$ cat config.mk
export PLATFORM = sky130hd
export DESIGN_NAME = serial_tx_flat
export DESIGN_NICKNAME = d
export VERILOG_FILES = /design/src/rtl/serial_pkg.sv /design/src/rtl/serial_tx_if.sv /design/src/rtl/serial_tx_baud_gen.sv /design/src/rtl/serial_tx.sv /design/src/flat_wrapper.sv
export SDC_FILE = /design/constraint.sdc
export NUM_CORES = 1
export LEC_CHECK = 0
export CELL_PAD_IN_SITES_DETAIL_PLACEMENT = 1
export CELL_PAD_IN_SITES_GLOBAL_PLACEMENT = 1
export CORE_ASPECT_RATIO = 0.9
export CORE_UTILIZATION = 35
export CTS_BUF_LIST = sky130_fd_sc_hd__clkbuf_4
export DETAILED_ROUTE_END_ITERATION = 10
export PLACE_DENSITY = 0.64
export SLEW_MARGIN = 40
export SYNTH_ARGS = -nofsm -noshare
export SYNTH_HDL_FRONTEND = slang
export SYNTH_SLANG_ARGS = --single-unit
export TNS_END_PERCENT = 10
$ cat constraint.sdc
create_clock -name clk -period 2.1 [get_ports clk]
set_input_delay 0.315 -clock clk [delete_from_list [all_inputs] [get_ports clk]]
set_output_delay 0.315 -clock clk [all_outputs]
set_load 0.01 [all_outputs]
$ cat src/rtl/serial_pkg.sv
// Shared definitions for the 11-bit serial link (transmit and receive sides).
package serial_pkg;

  localparam int   FRAME_BITS  = 11;
  localparam logic START_LEVEL = 1'b0;
  localparam logic STOP_LEVEL  = 1'b1;
  localparam logic IDLE_LEVEL  = 1'b1;
  localparam int   BITCNT_W    = 4;

  typedef enum logic {
    IDLE = 1'b0,
    SEND = 1'b1
  } state_e;

  // Parity bit that makes the 9-bit {parity, data} group even (odd = 0) or odd (odd = 1).
  function automatic logic calc_parity(input logic [7:0] data, input logic odd);
    return (^data) ^ odd;
  endfunction

endpackage

$ cat src/rtl/serial_tx_if.sv
// Byte handshake into the transmitter plus its line and status outputs.
interface serial_tx_if;
  logic [7:0] data_in;
  logic       valid;
  logic       ready;
  logic       txd;
  logic       busy;
  logic       done;

  modport master (
    output data_in, valid,
    input  ready, txd, busy, done
  );

  modport slave (
    input  data_in, valid,
    output ready, txd, busy, done
  );
endinterface

$ cat src/rtl/serial_tx_baud_gen.sv
// Bit-period divider: counts 0..DIV-1 while running, flags the last cycle of each bit.
module tx_baud_gen #(
  parameter int DIV = 16
) (
  input  logic clk,
  input  logic rst,
  input  logic run,
  output logic bit_tick
);
  import serial_pkg::*;

  localparam int            CNT_W = (DIV > 1) ? $clog2(DIV) : 1;
  localparam logic [CNT_W-1:0] LAST = CNT_W'(DIV - 1);

  logic [CNT_W-1:0] cnt_q, cnt_d;

  assign bit_tick = run && (cnt_q == LAST);

  // Next count: held at zero when idle, wraps at the end of each bit period.
  always_comb begin
    cnt_d = cnt_q;
    if (!run || (cnt_q == LAST)) begin
      cnt_d = '0;
    end else begin
      cnt_d = cnt_q + CNT_W'(1);
    end
  end

  // Divider register.
  always_ff @(posedge clk) begin
    if (rst) begin
      cnt_q <= '0;
    end else begin
      cnt_q <= cnt_d;
    end
  end

endmodule

$ cat src/rtl/serial_tx.sv
// Serial frame transmitter: start, 8 data bits LSB-first, parity, stop; line idles high.
module serial_tx #(
  parameter int DIV        = 16,
  parameter bit PARITY_ODD = 1'b0
) (
  input  logic        clk,
  input  logic        rst,
  serial_tx_if.slave  bus
);
  import serial_pkg::*;

  localparam logic [BITCNT_W-1:0] LAST_BIT = BITCNT_W'(FRAME_BITS - 1);

  state_e                  state_q, state_d;
  logic [FRAME_BITS-1:0]   frame_q, frame_d;
  logic [BITCNT_W-1:0]     bitcnt_q, bitcnt_d;
  logic                    txd_q, txd_d;
  logic                    ready_q, ready_d;
  logic                    busy_q, busy_d;
  logic                    done_q, done_d;
  logic                    run;
  logic                    bit_tick;

  assign run = (state_q == SEND);

  tx_baud_gen #(.DIV(DIV)) u_baud (
    .clk      (clk),
    .rst      (rst),
    .run      (run),
    .bit_tick (bit_tick)
  );

  // Next-state logic: accept a byte in IDLE, step through the frame on each bit tick.
  always_comb begin
    state_d  = state_q;
    frame_d  = frame_q;
    bitcnt_d = bitcnt_q;
    txd_d    = txd_q;
    ready_d  = ready_q;
    busy_d   = busy_q;
    done_d   = 1'b0;
    case (state_q)
      IDLE: begin
        txd_d = IDLE_LEVEL;
        if (bus.valid && ready_q) begin
          frame_d  = {STOP_LEVEL, calc_parity(bus.data_in, PARITY_ODD), bus.data_in, START_LEVEL};
          bitcnt_d = '0;
          txd_d    = START_LEVEL;
          ready_d  = 1'b0;
          busy_d   = 1'b1;
          state_d  = SEND;
        end
      end
      SEND: begin
        if (bit_tick) begin
          if (bitcnt_q == LAST_BIT) begin
            bitcnt_d = '0;
            txd_d    = IDLE_LEVEL;
            ready_d  = 1'b1;
            busy_d   = 1'b0;
            done_d   = 1'b1;
            state_d  = IDLE;
          end else begin
            bitcnt_d = bitcnt_q + BITCNT_W'(1);
            txd_d    = frame_q[bitcnt_d];
          end
        end
      end
      default: state_d = IDLE;
    endcase
  end

  // FSM, frame and registered outputs; reset drops any frame in flight without a done pulse.
  always_ff @(posedge clk) begin
    if (rst) begin
      state_q  <= IDLE;
      frame_q  <= '1;
      bitcnt_q <= '0;
      txd_q    <= IDLE_LEVEL;
      ready_q  <= 1'b1;
      busy_q   <= 1'b0;
      done_q   <= 1'b0;
    end else begin
      state_q  <= state_d;
      frame_q  <= frame_d;
      bitcnt_q <= bitcnt_d;
      txd_q    <= txd_d;
      ready_q  <= ready_d;
      busy_q   <= busy_d;
      done_q   <= done_d;
    end
  end

  assign bus.txd   = txd_q;
  assign bus.ready = ready_q;
  assign bus.busy  = busy_q;
  assign bus.done  = done_q;

endmodule
$ cat src/flat_wrapper.sv
// flat-port wrapper written by rule: the top's interface ports become plain ports
module serial_tx_flat import serial_pkg::*;
#(
  parameter int DIV        = 16,
  parameter bit PARITY_ODD = 1'b0
)
  (clk, rst, bus_data_in, bus_valid, bus_ready, bus_txd, bus_busy, bus_done);
  serial_tx_if bus_i ();
  input  logic clk;
  input  logic rst;
  input wire logic [$bits(bus_i.data_in)-1:0] bus_data_in;
  input wire logic [$bits(bus_i.valid)-1:0] bus_valid;
  output wire logic [$bits(bus_i.ready)-1:0] bus_ready;
  output wire logic [$bits(bus_i.txd)-1:0] bus_txd;
  output wire logic [$bits(bus_i.busy)-1:0] bus_busy;
  output wire logic [$bits(bus_i.done)-1:0] bus_done;
  assign bus_i.data_in = bus_data_in;
  assign bus_i.valid = bus_valid;
  assign bus_ready = bus_i.ready;
  assign bus_txd = bus_i.txd;
  assign bus_busy = bus_i.busy;
  assign bus_done = bus_i.done;
  serial_tx #(.DIV(DIV), .PARITY_ODD(PARITY_ODD)) u_core (.clk(clk), .rst(rst), .bus(bus_i));
endmodule
==> summary.md <==
| Metric | Value |
|---|---|
| Crit. End Element | `primary output` |
| Highest Signal Layer | `met4` |
| Leak | `0.513 nW` |
| Total global-route track usage | `around 16%` |
| Initial Utilization | `38.3%` |
| CTS Buffer Depth | `2` |
| Die W | `60.8 µm` |
| Yosys reg bits | `23` |
| CP Class | `reg -> out` |
| Clock sinks | `23` |
| Skew final | `0.00766 ns` |
| Die Height | `54.9 µm` |
| Final setup fails | `0` |
| Cells after DPL | `169` |
| Total Routed Length | `2300 µm` |
| Max Clock Freq | `0.607 GHz` |
| Crit path DAT | `between 1 and 1.5 ns` |
| Final period util | `about four fifths` |
| Crit path buffers/inverters | `1` |
| PnR worst setup slack | `0.451 ns` |
| Cells after Synth | `116` |
| Synth top cells by count | `dfxtp_1 (23), nand2_1 (18), xnor2_1 (13)` |
| Most frequent cell after synthesis | `dfxtp_1` |
| Avg Cell Area, Syn | `~9.4 µm²` |
| CP startpoint kind | `register` |
| Area Overhead vs Synth | `20.5%` |
| Clock latency on the worst-skew pair | `0.31 ns` |
| Die ar. | `0.00333 mm²` |
| Library cells used by synthesis | `30` |
| Cts hold-fix bufs | `0` |
| Port bufs | `14` |
| Vias per cell | `4.93` |
| Async SR Flop Fraction | `0%` |
| CTS tree | `yes` |
| # diodes | `0` |
| Share of Yosys cell area claimed by the top area cell type | `42.3%` |
| Crit-path slowest cell | `clkdlybuf4s50_1` |
| Largest fanout on the critical path | `4` |
| Post-synth EDFFs | `0` |
| Pwr dens | `700 mW/mm²` |
| Post-CTS setup buffers | `0` |
| Overall power | `917 µW` |
| PostCTS Resize Cnt | `0` |
| Synthesized Nets | `130` |
| Grt total ovfl | `0` |
| Cell taking the most area after synthesis | `dfxtp_1` |
| Layout cells sized above 1 | `7.52%` |
| DR WL met2 | `1100 µm` |
| # DRC | `0` |
| Worst-margin pin slew | `0.316 ns` |
| Fin cells | `173` |
| Area of placed instances | `approximately 0.0013 mm²` |
| # rows | `18` |
| CP max stage delay | `~0.57 ns` |
| Cts bufs inserted | `3` |
| Worst relative slew slack | `78.9%` |
| Primary FF master, synth | `dfxtp_1` |
| TritonRoute pass-1 iters | `4` |
| Detailed Route Iter0 Violations | `15` |
| CTS clk-pin slew, worst paths | `approximately 0.13 ns` |
| Kind of cell adding the most delay to the critical path | `buffers and inverters` |
| Setup TNS | `0 ns` |
| Maxcap violations | `0` |
| Post-route cell area | `0.00131 mm²` |
| Pin count of the biggest net entering global routing | `17` |
| CP Cell Sequence | `clkdlybuf4s50_1` |
| Placeable Area | `0.00284 mm²` |
| Mapped cell area | `0.00109 mm²` |
| Part of the Yosys area used for sequential elements | `42.3%` |
| Routed Antenna Nets | `0` |
| Final nets | `between 100 and 150` |
| Root buf cell | `clkbuf_4` |
| Post-placement setup slack | `0.346 ns` |
| WP data required | `roughly 1.8 ns` |
| Worst min path class | `reg -> reg` |
| Unrepaired setup endpoints after global routing | `false` |
| Max IR drop VDD | `0.357 mV` |
| I/O pins | `15` |
| DRT met1 WL | `1030 µm` |
| Status | `finished, final reports clean` |
| Global-route wire length before repair | `approximately 3600 µm` |
| Final-report hold violation count | `0` |
| Vias | `853` |
| DR WL met3 | `approximately 100 µm` |
| Yosys warns | `0` |
| Final GP Congestion | `0.815` |
| Vias in the first global route | `~870` |
| DPL Wire Length | `roughly 1900 µm` |
| Tmin final | `1.65 ns` |
| Final Slew Violations | `0` |
| Synth area leaders | `dfxtp_1 (42%), xnor2_1 (10%), nand2_1 (6.2%)` |
| H-tree levels | `1` |
| Wire length per cell | `between 10 and 15 µm` |
| Initial antenna violation count | `0` |
[stage by stage]
step | util, % | hold WS, ns
final | 46.2 | 0.469
after detailed placement | 45.1 | 0.456
after floorplan | - | 0.418
after CTS | 46.2 | 0.476
after global placement | 45.1 | 0.432
after global routing | 46.2 | 0.495
[sequential cells by signal, indices dropped and copies added, names as in the netlist]
name                 count
u_core.bus.ready         1
u_core.bus.busy          1
u_core.u_baud.cnt_q      4
u_core.bus.done          1
u_core.bitcnt_q          4
u_core.bus.txd           1
u_core.run               1
u_core.frame_q          10
[layer usage]
metal | vias up | global-route usage (%)
met4 | 0 | 8.33
li1 | 433 | -
met2 | 19 | 26.9
met5 | - | 0
met3 | 8 | 5.20
met1 | 393 | 17.0
[layout make-up]
class                   count  area [µm²]
fillers                   345        1530
multi-input cells          85         588
flip-flops and latches     23         460
repair buffers             18         170
well taps                  40        50.0
clock buffers               4        30.0
inverters                   3        11.3
[layout by cell type, fill, tap and decap left out, types with 2 or more instances in the layout]
cell,Yosys,routed
mux4_1,2,2
dfxtp_1,23,23
nand3b_1,9,9
xnor2_1,13,13
a21o_1,2,2
buf_4,0,4
a31oi_1,3,3
nor3_1,5,5
ha_1,3,3
inv_1,3,3
clkbuf_4,0,4
nand2_1,18,18
clkdlybuf4s50_1,0,14
nor2_1,6,6
a21oi_1,6,6
o21ai_0,2,2
nand3_1,3,3
[path summary, 6_finish.rpt]
path | from | end | slack [ns] | cells past startpoint
setup / recovery | u_core.bus.ready | bus_ready | 0.45 | 1
hold / removal | u_core.u_baud.cnt_q[0] | u_core.u_baud.cnt_q[0] | 0.47 | 1
setup reg to reg | u_core.bitcnt_q[0] | u_core.bus.txd | 0.57 | 6
hold reg to reg | u_core.u_baud.cnt_q[0] | u_core.u_baud.cnt_q[0] | 0.47 | 1
[power breakdown]
group | switching [mW] | total [mW] | leakage, nW | internal (mW)
registers | 0.0260 | 0.497 | 0.189 | 0.471
clock network | 0.132 | 0.219 | 0.0184 | 0.0872
logic | 0.0948 | 0.201 | 0.305 | 0.106
total | 0.253 | 0.917 | 0.513 | 0.664
[cell families (layout without fill, tap and decap cells)]
logic type,after synthesis,count (layout),share of synthesized area [%]
multiplexers,3,3,5.75
buffers and inverters,8,25,3.57
XOR/XNOR,14,14,11.3
adder cells (fa/ha/maj),3,3,3.45
AND/OR/NAND/NOR,49,49,24.6
flip-flops,23,23,42.3
AO/OA/AOI/OAI,16,16,8.98
No activity file was read; power rests on OpenSTA's default activity.
